$ cat src/rtl/definitions_pkg.sv
// Shared pipeline-control types: forwarding-select encoding, per-stage control record
// and the register-hazard hit test used by the stall logic and the forwarding muxes.
package definitions_pkg;

  typedef enum logic [1:0] {
    FWD_RF    = 2'b00,
    FWD_MEM   = 2'b01,
    FWD_WB    = 2'b10,
    FWD_CONST = 2'b11
  } fwd_e;

  typedef struct packed {
    logic       v;
    logic [4:0] rd;
    logic       wr;
    logic       ld;
    logic       st;
  } stage_ctl_t;

  // x0 is hard-wired zero, so it never produces a hazard
  function automatic logic hit(input logic v, input logic wr, input logic [4:0] rd,
                               input logic [4:0] rs);
    return v & wr & (rd == rs) & (rs != 5'd0);
  endfunction

endpackage

$ cat src/rtl/pipeline_ctrl_fwd_sel.sv
// Operand forwarding selector: picks constant, EX-stage result, MEM-stage result or
// register file for one source operand.
module fwd_sel
  import definitions_pkg::*;
(
  input  logic [4:0] rs,
  input  logic       force_const,
  input  logic       ex_v,
  input  logic [4:0] ex_rd,
  input  logic       ex_wr,
  input  logic       ex_ld,
  input  logic       mem_v,
  input  logic [4:0] mem_rd,
  input  logic       mem_wr,
  output fwd_e       sel
);

  always_comb begin
    sel = FWD_RF;
    if (force_const)
      sel = FWD_CONST;
    // a load in EX has no data yet; the stall path handles it
    else if (hit(ex_v, ex_wr, ex_rd, rs) && !ex_ld)
      sel = FWD_MEM;
    else if (hit(mem_v, mem_wr, mem_rd, rs))
      sel = FWD_WB;
  end

endmodule

$ cat src/rtl/pipeline_ctrl.sv
// Hazard/forwarding controller for the ID/EX/MEM/WB pipeline: load-use stall, redirect
// flush, registered forwarding selects, WB/LS control and saturating event counters.
module pipeline_ctrl
  import definitions_pkg::*;
#(
  parameter int CNT_W = 16
) (
  input  logic             clk,
  input  logic             rst,
  input  logic             id_valid,
  input  logic [4:0]       id_rs1,
  input  logic [4:0]       id_rs2,
  input  logic [4:0]       id_rd,
  input  logic             id_uses_rs1,
  input  logic             id_uses_rs2,
  input  logic             id_writes_rd,
  input  logic             id_is_load,
  input  logic             id_is_store,
  input  logic             id_a_zero,
  input  logic             id_b_imm,
  input  logic             ex_redirect,
  output logic [1:0]       examux,
  output logic [1:0]       exbmux,
  output logic             wben,
  output logic             drivels,
  output logic [4:0]       rf_w,
  output logic             rf_wen,
  output logic             stall,
  output logic             flush,
  output logic [CNT_W-1:0] stall_cnt,
  output logic [CNT_W-1:0] flush_cnt
);

  stage_ctl_t ex_q, mem_q, ex_d;
  // WB only needs the fields that drive the register-file write port
  logic       wb_v, wb_wr;
  logic [4:0] wb_rd;
  logic       load_ex;
  fwd_e       sel_a, sel_b;

  assign flush = ex_redirect & ex_q.v;
  assign stall = id_valid & ex_q.v & ex_q.ld &
                 ((id_uses_rs1 & hit(ex_q.v, ex_q.wr, ex_q.rd, id_rs1)) |
                  (id_uses_rs2 & hit(ex_q.v, ex_q.wr, ex_q.rd, id_rs2))) & ~flush;
  assign load_ex = id_valid & ~stall & ~flush;

  always_comb begin
    ex_d = '0;
    if (load_ex) begin
      ex_d.v  = 1'b1;
      ex_d.rd = id_rd;
      ex_d.wr = id_writes_rd;
      ex_d.ld = id_is_load;
      ex_d.st = id_is_store;
    end
  end

  fwd_sel u_fwd_a (
    .rs(id_rs1), .force_const(id_a_zero),
    .ex_v(ex_q.v), .ex_rd(ex_q.rd), .ex_wr(ex_q.wr), .ex_ld(ex_q.ld),
    .mem_v(mem_q.v), .mem_rd(mem_q.rd), .mem_wr(mem_q.wr),
    .sel(sel_a)
  );

  fwd_sel u_fwd_b (
    .rs(id_rs2), .force_const(id_b_imm),
    .ex_v(ex_q.v), .ex_rd(ex_q.rd), .ex_wr(ex_q.wr), .ex_ld(ex_q.ld),
    .mem_v(mem_q.v), .mem_rd(mem_q.rd), .mem_wr(mem_q.wr),
    .sel(sel_b)
  );

  always_ff @(posedge clk or posedge rst) begin
    if (rst) begin
      ex_q   <= '0;
      mem_q  <= '0;
      wb_v   <= 1'b0;
      wb_wr  <= 1'b0;
      wb_rd  <= '0;
      examux <= FWD_RF;
      exbmux <= FWD_RF;
    end else begin
      ex_q   <= ex_d;
      mem_q  <= ex_q;
      wb_v   <= mem_q.v;
      wb_wr  <= mem_q.wr;
      wb_rd  <= mem_q.rd;
      examux <= load_ex ? sel_a : FWD_RF;
      exbmux <= load_ex ? sel_b : FWD_RF;
    end
  end

  always_ff @(posedge clk or posedge rst) begin
    if (rst) begin
      stall_cnt <= '0;
      flush_cnt <= '0;
    end else begin
      if (stall && (stall_cnt != '1))
        stall_cnt <= stall_cnt + CNT_W'(1);
      if (flush && (flush_cnt != '1))
        flush_cnt <= flush_cnt + CNT_W'(1);
    end
  end

  assign wben    = ~(mem_q.v & mem_q.ld);
  assign drivels = mem_q.v & mem_q.st;
  assign rf_w    = wb_rd;
  assign rf_wen  = wb_v & wb_wr & (wb_rd != 5'd0);

endmodule

$ cat config.mk
export PLATFORM = sky130hd
export DESIGN_NAME = pipeline_ctrl
export DESIGN_NICKNAME = d
export VERILOG_FILES = /design/src/rtl/definitions_pkg.sv /design/src/rtl/pipeline_ctrl_fwd_sel.sv /design/src/rtl/pipeline_ctrl.sv
export SDC_FILE = /design/constraint.sdc
export NUM_CORES = 1
export LEC_CHECK = 0
export BUFFER_PORTS_ARGS = -buffer_cell sky130_fd_sc_hd__buf_2
export CAP_MARGIN = 30
export CELL_PAD_IN_SITES_DETAIL_PLACEMENT = 1
export CELL_PAD_IN_SITES_GLOBAL_PLACEMENT = 1
export CORE_AREA = 3 3 101 103
export CTS_CLUSTER_DIAMETER = 60
export DETAILED_ROUTE_END_ITERATION = 10
export DIE_AREA = 0 0 104 106
export PLACE_DENSITY_LB_ADDON = 0.1
export SKIP_CTS_REPAIR_TIMING = 1
export SYNTH_ARGS = -nofsm -noshare
export SYNTH_HDL_FRONTEND = slang
export SYNTH_SLANG_ARGS = --single-unit
$ cat constraint.sdc
create_clock -name clk -period 2.25 [get_ports clk]
set_clock_uncertainty 0.2 [all_clocks]
set_input_delay 0 -clock clk [delete_from_list [all_inputs] [get_ports clk]]
set_output_delay 0 -clock clk [all_outputs]
set_load 0.01 [all_outputs]
* Word-level counts from Yosys, hierarchy flattened
Cells that the tools add are included.
** Storage, ports and cells
- Flip-flop bits (word level) :: 61
- Latch bits :: 0
- Bits in writable memories :: 0
- Memory bits (read-only) :: 0
- Logic and storage cells :: 69
- Memories :: 0
** Cells by class
- Add/sub/neg operators :: 2
- $mul :: 0
- Div/mod/pow operators :: 0
- $lt $le $gt $ge :: 0
- Equality and inequality tests :: 6
- Shift operators :: 0
- Muxes and demuxes :: 9
- Bitwise operators :: 27
- Reductions and logical operators :: 8
** Operator list (count)
- $add 16x1->16 const B :: 2
- $ne 16x16->1 const B :: 2
- $and 1x1->1 :: 23
- $eq 5x5->1 :: 4
- $mux 2 :: 8
- $reduce_bool 5->1 :: 3
- $mux 9 :: 1
- $logic_and 1x1->1 :: 4
- $not 1->1 :: 3
- $logic_not 1->1 :: 1
- $or 1x1->1 :: 1

* Logic depth before layout (Yosys ltp)
Gate-level depths: netlist (run 1).
- Depth after elaboration :: 11
- Depth in mapped cells :: 7

* Hierarchy
A second synthesis (run 1) with hierarchy kept.
** Unflattened totals
- Cells, all modules :: 245
- Area total of the unflattened synthesis :: 2815.2 sq um
** By module, submodules not included
- pipeline_ctrl :: times used 1, cells each 203, area each 2502.4 sq um, seq. area each 1526.5 sq um
- fwd_sel :: times used 2, cells each 21, area each 156.4 sq um, seq. area each 0.0 sq um

* Worst setup path before layout (run 1)
Ideal clock, no wire load.
- Kind :: reg-to-reg
- From :: reg ex_q[6] (netlist bit)
- To :: reg stall_cnt[1]
- Setup time :: 0.125 ns
- Data arrival time :: 1.909 ns
- Required time :: 1.925 ns
- Slack :: 0.017 ns
- Stages on the path, launching flop included :: 7
- Period minus slack after synthesis :: 2.233 ns
- Cell sequence :: dfrtp_1 -> xnor2_1 -> o211ai_1 -> nor4_2 -> a22oi_4 -> nor3_1 -> mux2_2
** Between the ends
- Word-level cells in the longest chain between the ends :: 8
- Elaborated cells between the ends (all ways) :: 12
- Classes of those cells :: eq/ne (2); bitwise (9); reduce/logical (1)
** RTL lines
- start, declared :: RTL line pipeline_ctrl.sv:34 : stage_ctl_t ex_q, mem_q, ex_d;
- start signal, assigned :: RTL line pipeline_ctrl.sv:74 : ex_q <= '0;
- start signal, assigned :: RTL line pipeline_ctrl.sv:82 : ex_q <= ex_d;
- $eq 5x5->1 :: RTL line definitions_pkg.sv:23 : return v & wr & (rd == rs) & (rs != 5'd0);
- $and 1x1->1 (2 in a row) :: RTL line definitions_pkg.sv:23
- $and 1x1->1, on equally long branches :: RTL line pipeline_ctrl.sv:43, pipeline_ctrl.sv:44
- $or 1x1->1 (*) :: RTL line pipeline_ctrl.sv:43 : ((id_uses_rs1 & hit(ex_q.v, ex_q.wr, ex_q.rd, id_rs1)) |
- $and 1x1->1 (*) :: RTL line pipeline_ctrl.sv:42 : assign stall = id_valid & ex_q.v & ex_q.ld &
- $and 1x1->1 (*) :: RTL line pipeline_ctrl.sv:44 : (id_uses_rs2 & hit(ex_q.v, ex_q.wr, ex_q.rd, id_rs2))) & ~flush;
- $logic_and 1x1->1 (*) :: RTL line pipeline_ctrl.sv:97 : if (stall && (stall_cnt != '1))
- end signal, assigned :: RTL line pipeline_ctrl.sv:98 : stall_cnt <= stall_cnt + CNT_W'(1);
- end, declared :: RTL line pipeline_ctrl.sv:30 : output logic [CNT_W-1:0] stall_cnt,
Mark *: on every way between the ends. The rest lies on a longest branch, timed or not.
A chain may end at the register's enable or synchronous reset.

* Worst setup path after layout (run 1)
- From :: reg stall_cnt[5]
- To :: reg stall_cnt[2]
** Between the ends
- Word-level cells in the longest chain between the ends :: 2
** RTL lines (RTL line)
- $ne 16x16->1 :: pipeline_ctrl.sv:97
- $logic_and 1x1->1 :: pipeline_ctrl.sv:97
Every way passes these cells.

==> flow_summary.ini, run 1 <==
[yosys]
ys_seq_area_share_pct = 55.1
synthesis.nets = 272
syn-cell-area_sq_mm = 0.00277
synth_most_common_cell = dfrtp_1
synth_compound_area_share_pct = 3.88
synthCells = 244
synth.area.mux_share_pct = 2.03
synthSimpleGateAreaFrac_pct = 20.9
netlist.area_leader.share_pct = 55.1
synth.avg_cell_area_sq_um = 11.4
synth_cell_types = 36
ys_warn_count = 0
synth-adder-area-share_pct = 0.903
synthTopCellsByCount = dfrtp_1 (61), xor2_1 (31), nor2_1 (24), nand2_1 (16), xnor2_1 (15)
yosys_register_bits = 61
synth_top_family_by_area = simple AND/OR/NAND/NOR gates
async_reset_ff_share_pct = 100
synthXorXnorAreaFrac_pct = 14.5
synth_edf_count = 0
synth_ff_type = dfrtp_1
synth_top_area_cell = dfrtp_1
synth.area.top_cells = dfrtp_1 (55%), xor2_1 (9.8%), xnor2_1 (4.7%)

[clock_network]
cts_tree = yes
cts_buffer_depth = 2
clkTransAtPathRegs_ns = 0.07
cts_root_buf = clkbuf_8
cts_buffers = 9
clock_sinks = 61
clkLatencyLatePin_ns = 0.34
h-tree-depth = 3

[detailed_routing]
wl_mm = 6.96
ant_nets = 0
drt-met1-wl_mm = 3.09
top_layer = met4
wl_met2_mm = 3.49
dr.first_iter.drc_count = 39
drt-pass1-iter-count = 4
viasPerCell = 4.55
avgRoutedWirePerCell_um = 14.2
num_vias = 2234
drc = 0
wl_met3_um = 355

[global_route]
grt_pass1_vias = 2397
grt_max_degree = 26
antenna_found_initial = 0
overflow = 0
grt_first_pass_wirelength_mm = 11.9
track_usage_pct = 13.5

[worst_setup_path]
start_kind = flip-flop
critical_path_buf_inv_count = 1
crit_arrival_ns = 2.14
crit_family = simple AND/OR/NAND/NOR gates
path_max_fanout = 7
critical-path-max-stage-delay_ns = 0.45
end_kind = flip-flop
required_ns = 2.26
slowest_stage = dfrtp_1
worst-setup-path-type = flip-flop to flip-flop
path_cells = nand4_1, nor2_1, and3_2, buf_4, nor4b_4, xor2_1

[placed_design]
numPortBuffers = 71
place_ws_ns = -0.0720
place_congestion = 0.752
hpwl_mm = 5.33

[finish]
multi_input_area_sq_mm = 0.00129
antenna_cells = 0
seqCellArea_sq_mm = 0.00153
nFillCells = 1054
area_growth_pct = 42.4
fin_nets = 385
drive_gt1_share_pct = 37.6

[run_status]
status = finished, violations left
violations = hold timing

[timing]
slew_headroom_pct = 64.1
setup_viol = 0
finalCritPeriodShare_pct = 94.4
holdWs_ns = -0.0394
hold_viol = 2
fin_crit_ns = 2.12
tns_ns = 0
drv_slew = 0
clock.fmax_ghz = 0.471
timing.final.ws_setup_ns = 0.125
worst_pin_slew_ns = 0.538
rsz0062_at_grt = true

[floorplan]
initial_utilization_pct = 29.9
die_h_um = 106
coreArea_sq_mm = 0.00928
die_w_um = 104
io_pins = 72
die_area_sq_mm = 0.0110
rows = 35

[hold_path]
min_path_type = primary input to flip-flop

[power]
powerDensity_mw_per_mm2 = 708
ir_drop_mv = 0.346
leakage_nw = 1.97
power_mw = 2.79

[flow_run]
drv_cap = 0
==> tightest hold or removal path, stage by stage <==
cell and delay (ns):
buf_2 0.13, xor2_1 0.13, a2111oi_0 0.07, nor2_1 0.09, nor2_1 0.04
==> per-layer routing <==
metal | GRT usage [%] | vias to the layer above
met5 | 0 | -
met4 | 3.70 | 0
met3 | 5.28 | 4
met2 | 22.7 | 53
met1 | 16.2 | 1103
li1 | - | 1074
==> cell usage in the layout (no fill, tap or decap), drive strengths merged, types with 2 or more instances in the layout <==
| cell | n |
|---|---|
| bufinv | 3 |
| buf | 94 |
| dlygate4sd3 | 12 |
| xnor2 | 15 |
| clkinvlp | 2 |
| ha | 2 |
| nand2 | 16 |
| dfrtp | 61 |
| nor4b | 4 |
| xor2 | 31 |
| inv | 13 |
| clkbuf | 10 |
| or4 | 3 |
| o21ai | 2 |
| a21oi | 3 |
| o211ai | 3 |
| mux2 | 5 |
| nor3 | 6 |
| and3 | 6 |
| nand4b | 2 |
| nand3 | 11 |
| a2111oi | 2 |
| nor2 | 24 |
| nor4 | 11 |
| and4 | 2 |
| or3 | 2 |
| nand4 | 8 |
==> worst paths after layout <==
check | startpoint | endpoint | slack (ns) | cells after the start
max in group asynchronous | rst | flush_cnt[14]$_DFFE_PP0P_ | 1.12 | 4
hold reg to reg | ex_q[0]$_DFF_PP0_ | mem_q[0]$_DFF_PP0_ | 0.16 | 0
setup / recovery | stall_cnt[5]$_DFFE_PP0P_ | stall_cnt[2]$_DFFE_PP0P_ | 0.13 | 6
setup reg to reg | stall_cnt[5]$_DFFE_PP0P_ | stall_cnt[2]$_DFFE_PP0P_ | 0.13 | 6
hold / removal | id_rs1[0] | examux[1]$_DFF_PP0_ | -0.04 | 5
min in group asynchronous | rst | stall_cnt[6]$_DFFE_PP0P_ | 0.06 | 3
==> registers in the layout, indices dropped and copies added, names as in the netlist <==
register	count
wb_v	1
stall_cnt	16
mem_q	9
wb_wr	1
exbmux	2
flush_cnt	16
ex_q	9
rf_w	5
examux	2
==> per-stage QoR <==
step                      cell area, sq um  utilization, %  instances
final                                 3950            42.5        491
after global routing                  3950            42.5        491
after global placement                3430            36.9        462
after CTS                             3680            39.6        478
after floorplan                       2770               -        244
after detailed placement              3430            36.9        462
==> report_power, final <==
part	total, mW	leakage [nW]	switching, mW	internal (mW)
Combinational	0.331	1.04	0.172	0.158
Clock	1.22	0.119	0.452	0.764
Sequential	1.25	0.815	0.0768	1.17
==> final cells by class <==
| class | count | area share (%) |
|---|---|---|
| tap | 129 | 4.09 |
| sequential | 61 | 38.7 |
| clock inverter | 6 | 2.79 |
| timing repair buffer | 106 | 17.0 |
| clock buffer | 10 | 3.49 |
| multi-input combinational | 166 | 32.8 |
| inverter | 13 | 1.24 |
==> cell families (layout without fill, tap and decap cells) <==
family / after synthesis / in the layout
buffers and inverters: 17 / 135
AOI/OAI and AO/OA: 13 / 13
xor gates and xnor gates: 46 / 46
adders and majority gates: 2 / 2
muxes: 5 / 5
and+or+nand+nor: 100 / 100
DFF: 61 / 61
Note: power is estimated with default switching activity, not from simulation.
==> run 2: changes to the inputs <==
--- a/config.mk
+++ b/config.mk
@@ -9,10 +9,10 @@
 export CAP_MARGIN = 30
 export CELL_PAD_IN_SITES_DETAIL_PLACEMENT = 1
 export CELL_PAD_IN_SITES_GLOBAL_PLACEMENT = 1
-export CORE_AREA = 3 3 101 103
+export CORE_AREA = 3 3 90 114
 export CTS_CLUSTER_DIAMETER = 60
 export DETAILED_ROUTE_END_ITERATION = 10
-export DIE_AREA = 0 0 104 106
+export DIE_AREA = 0 0 93 117
 export PLACE_DENSITY_LB_ADDON = 0.1
 export SKIP_CTS_REPAIR_TIMING = 1
 export SYNTH_ARGS = -nofsm -noshare
==> flow_summary.ini, run 2 (synthesis gave the netlist of run 1 again) <==
[finish]
antenna_cells = 0
utilization_pct = 42.8
reg.largest.list = flush_cnt x16, stall_cnt x16
layout_commonest_cell = buf_2
seqCellArea_sq_mm = 0.00153
drive_gt1_share_pct = 36.7
mostFrequentLayoutCells = buf_2 (71), dfrtp_1 (60), xor2_1 (31)
nFillCells = 1063
fin_nets = 383
area_growth_pct = 41.5
multi_input_area_sq_mm = 0.00125

[power]
clockPowerShare_pct = 45.8
leakage_nw = 2.00
power_switching_mw = 0.709
pwr-share-comb_pct = 11.4
pwr-share-seq_pct = 42.8
ir_drop_mv = 0.336
powerDensity_mw_per_mm2 = 745
p_int_mw = 2.21
switching_share_pct = 24.3

[global_route]
overflow = 0
grt_max_degree = 39
grt_first_pass_wirelength_mm = 11.7
grt_pass1_vias = 2345
antenna_found_initial = 0
track_usage_pct = 13.9

[worst_setup_path]
end_kind = flip-flop
path_cells = buf_6, xor2_1, nor4_2, buf_4, a22oi_4, nor4_2, mux2_2
critical-path-max-stage-delay_ns = 0.39
path_max_fanout = 7
critical_path_buf_inv_count = 2
start_kind = flip-flop
crit_arrival_ns = 2.16
crit_family = simple AND/OR/NAND/NOR gates
crit_top_cell = nor4_2
worst-setup-path-type = flip-flop to flip-flop
slowest_stage = dfrtp_1
required_ns = 2.26

[floorplan]
die_w_um = 93
io_pins = 72
rows = 39
die_h_um = 117
die_area_sq_mm = 0.0109
coreArea_sq_mm = 0.00917
initial_utilization_pct = 30.2

[placed_design]
hpwl_mm = 5.45
numPortBuffers = 71
place_congestion = 0.793

[clock_network]
cts_tree = yes
clkLatencyLatePin_ns = 0.32
cts_buffer_depth = 2
cts_buffers = 9
cts_root_buf = clkbuf_16
h-tree-depth = 3
clkTransAtPathRegs_ns = 0.05
clock_sinks = 61

[hold_path]
min_path_type = primary input to flip-flop

[detailed_routing]
drc = 0
num_vias = 2217
avgRoutedWirePerCell_um = 14.6
ant_nets = 0
wl_mm = 7.07
dr.first_iter.drc_count = 39
drt-pass1-iter-count = 4
viasPerCell = 4.59

[timing]
setup_viol = 0
rsz0062_at_grt = true
worst_pin_slew_ns = 0.542
holdWs_ns = -0.00462
finalCritPeriodShare_pct = 95.6
slew_headroom_pct = 63.8
clock.fmax_ghz = 0.465
fin_crit_ns = 2.15
hold_viol = 2
drv_slew = 0

[run_status]
status = finished, violations left
violations = hold timing

[flow_run]
drv_cap = 0
==> run 2: metrics by stage <==
stage / worst slack, ns / std cells / setup TNS [ns] / cell area [sq um] / power (mW)
floorplan: 0.0167 / 244 / 0 / 2770 / 1.43
global placement: -0.0133 / 454 / -0.0133 / 3420 / 1.59
detailed placement: -0.0488 / 454 / -0.304 / 3420 / 1.59
CTS: -0.0580 / 470 / -0.478 / 3710 / 2.95
global route: -0.0144 / 483 / -0.0217 / 3920 / 3.10
finish: 0.0991 / 483 / 0 / 3920 / 2.92
==> run 2: worst paths after layout <==
check / start / endpoint / slack, ns / cells past startpoint
setup / recovery: ex_q[5]$_DFF_PP0_ / stall_cnt[15]$_DFFE_PP0P_ / 0.1 / 7
min in group asynchronous: rst / stall_cnt[15]$_DFFE_PP0P_ / 0.07 / 3
setup reg to reg: ex_q[5]$_DFF_PP0_ / stall_cnt[15]$_DFFE_PP0P_ / 0.1 / 7
max in group asynchronous: rst / ex_q[4]$_DFF_PP0_ / 1.17 / 4
hold reg to reg: ex_q[0]$_DFF_PP0_ / mem_q[0]$_DFF_PP0_ / 0.15 / 0
hold / removal: id_rs2[0] / exbmux[1]$_DFF_PP0_ / -0.005 / 5
==> run 2: tightest hold or removal path: stages <==
cell,delay (ns)
buf_2,0.13
xor2_1,0.14
a2111oi_0,0.08
nor2_1,0.09
nor2_1,0.04
==> run 2: area by class of cell <==
class | count | area share [%]
clock buffer | 12 | 6.28
clock inverter | 4 | 1.21
inverter | 13 | 1.24
multi-input combinational | 166 | 31.8
sequential | 61 | 38.9
tap | 123 | 3.92
timing repair buffer | 104 | 16.6
==> run 2: power groups by stage <==
stage	Sequential, mW	Clock (mW)	Combinational [mW]
6_report	1.25	1.34	0.334
5_1_grt	1.27	1.45	0.381
4_1_cts	1.25	1.38	0.321
3_5_place_dp	1.27	0	0.320
3_3_place_gp	1.27	0	0.314
2_1_floorplan	1.28	0	0.150
==> run 2: layer usage <==
| layer | up-vias | part of all wire, % | track usage [%] |
|---|---|---|---|
| met1 | 1095 | 43 | 17.3 |
| met5 | - | 0 | 0 |
| met3 | 9 | 4.4 | 3.32 |
| li1 | 1066 | - | - |
| met2 | 47 | 51 | 22.8 |
| met4 | 0 | 1.7 | 6.74 |
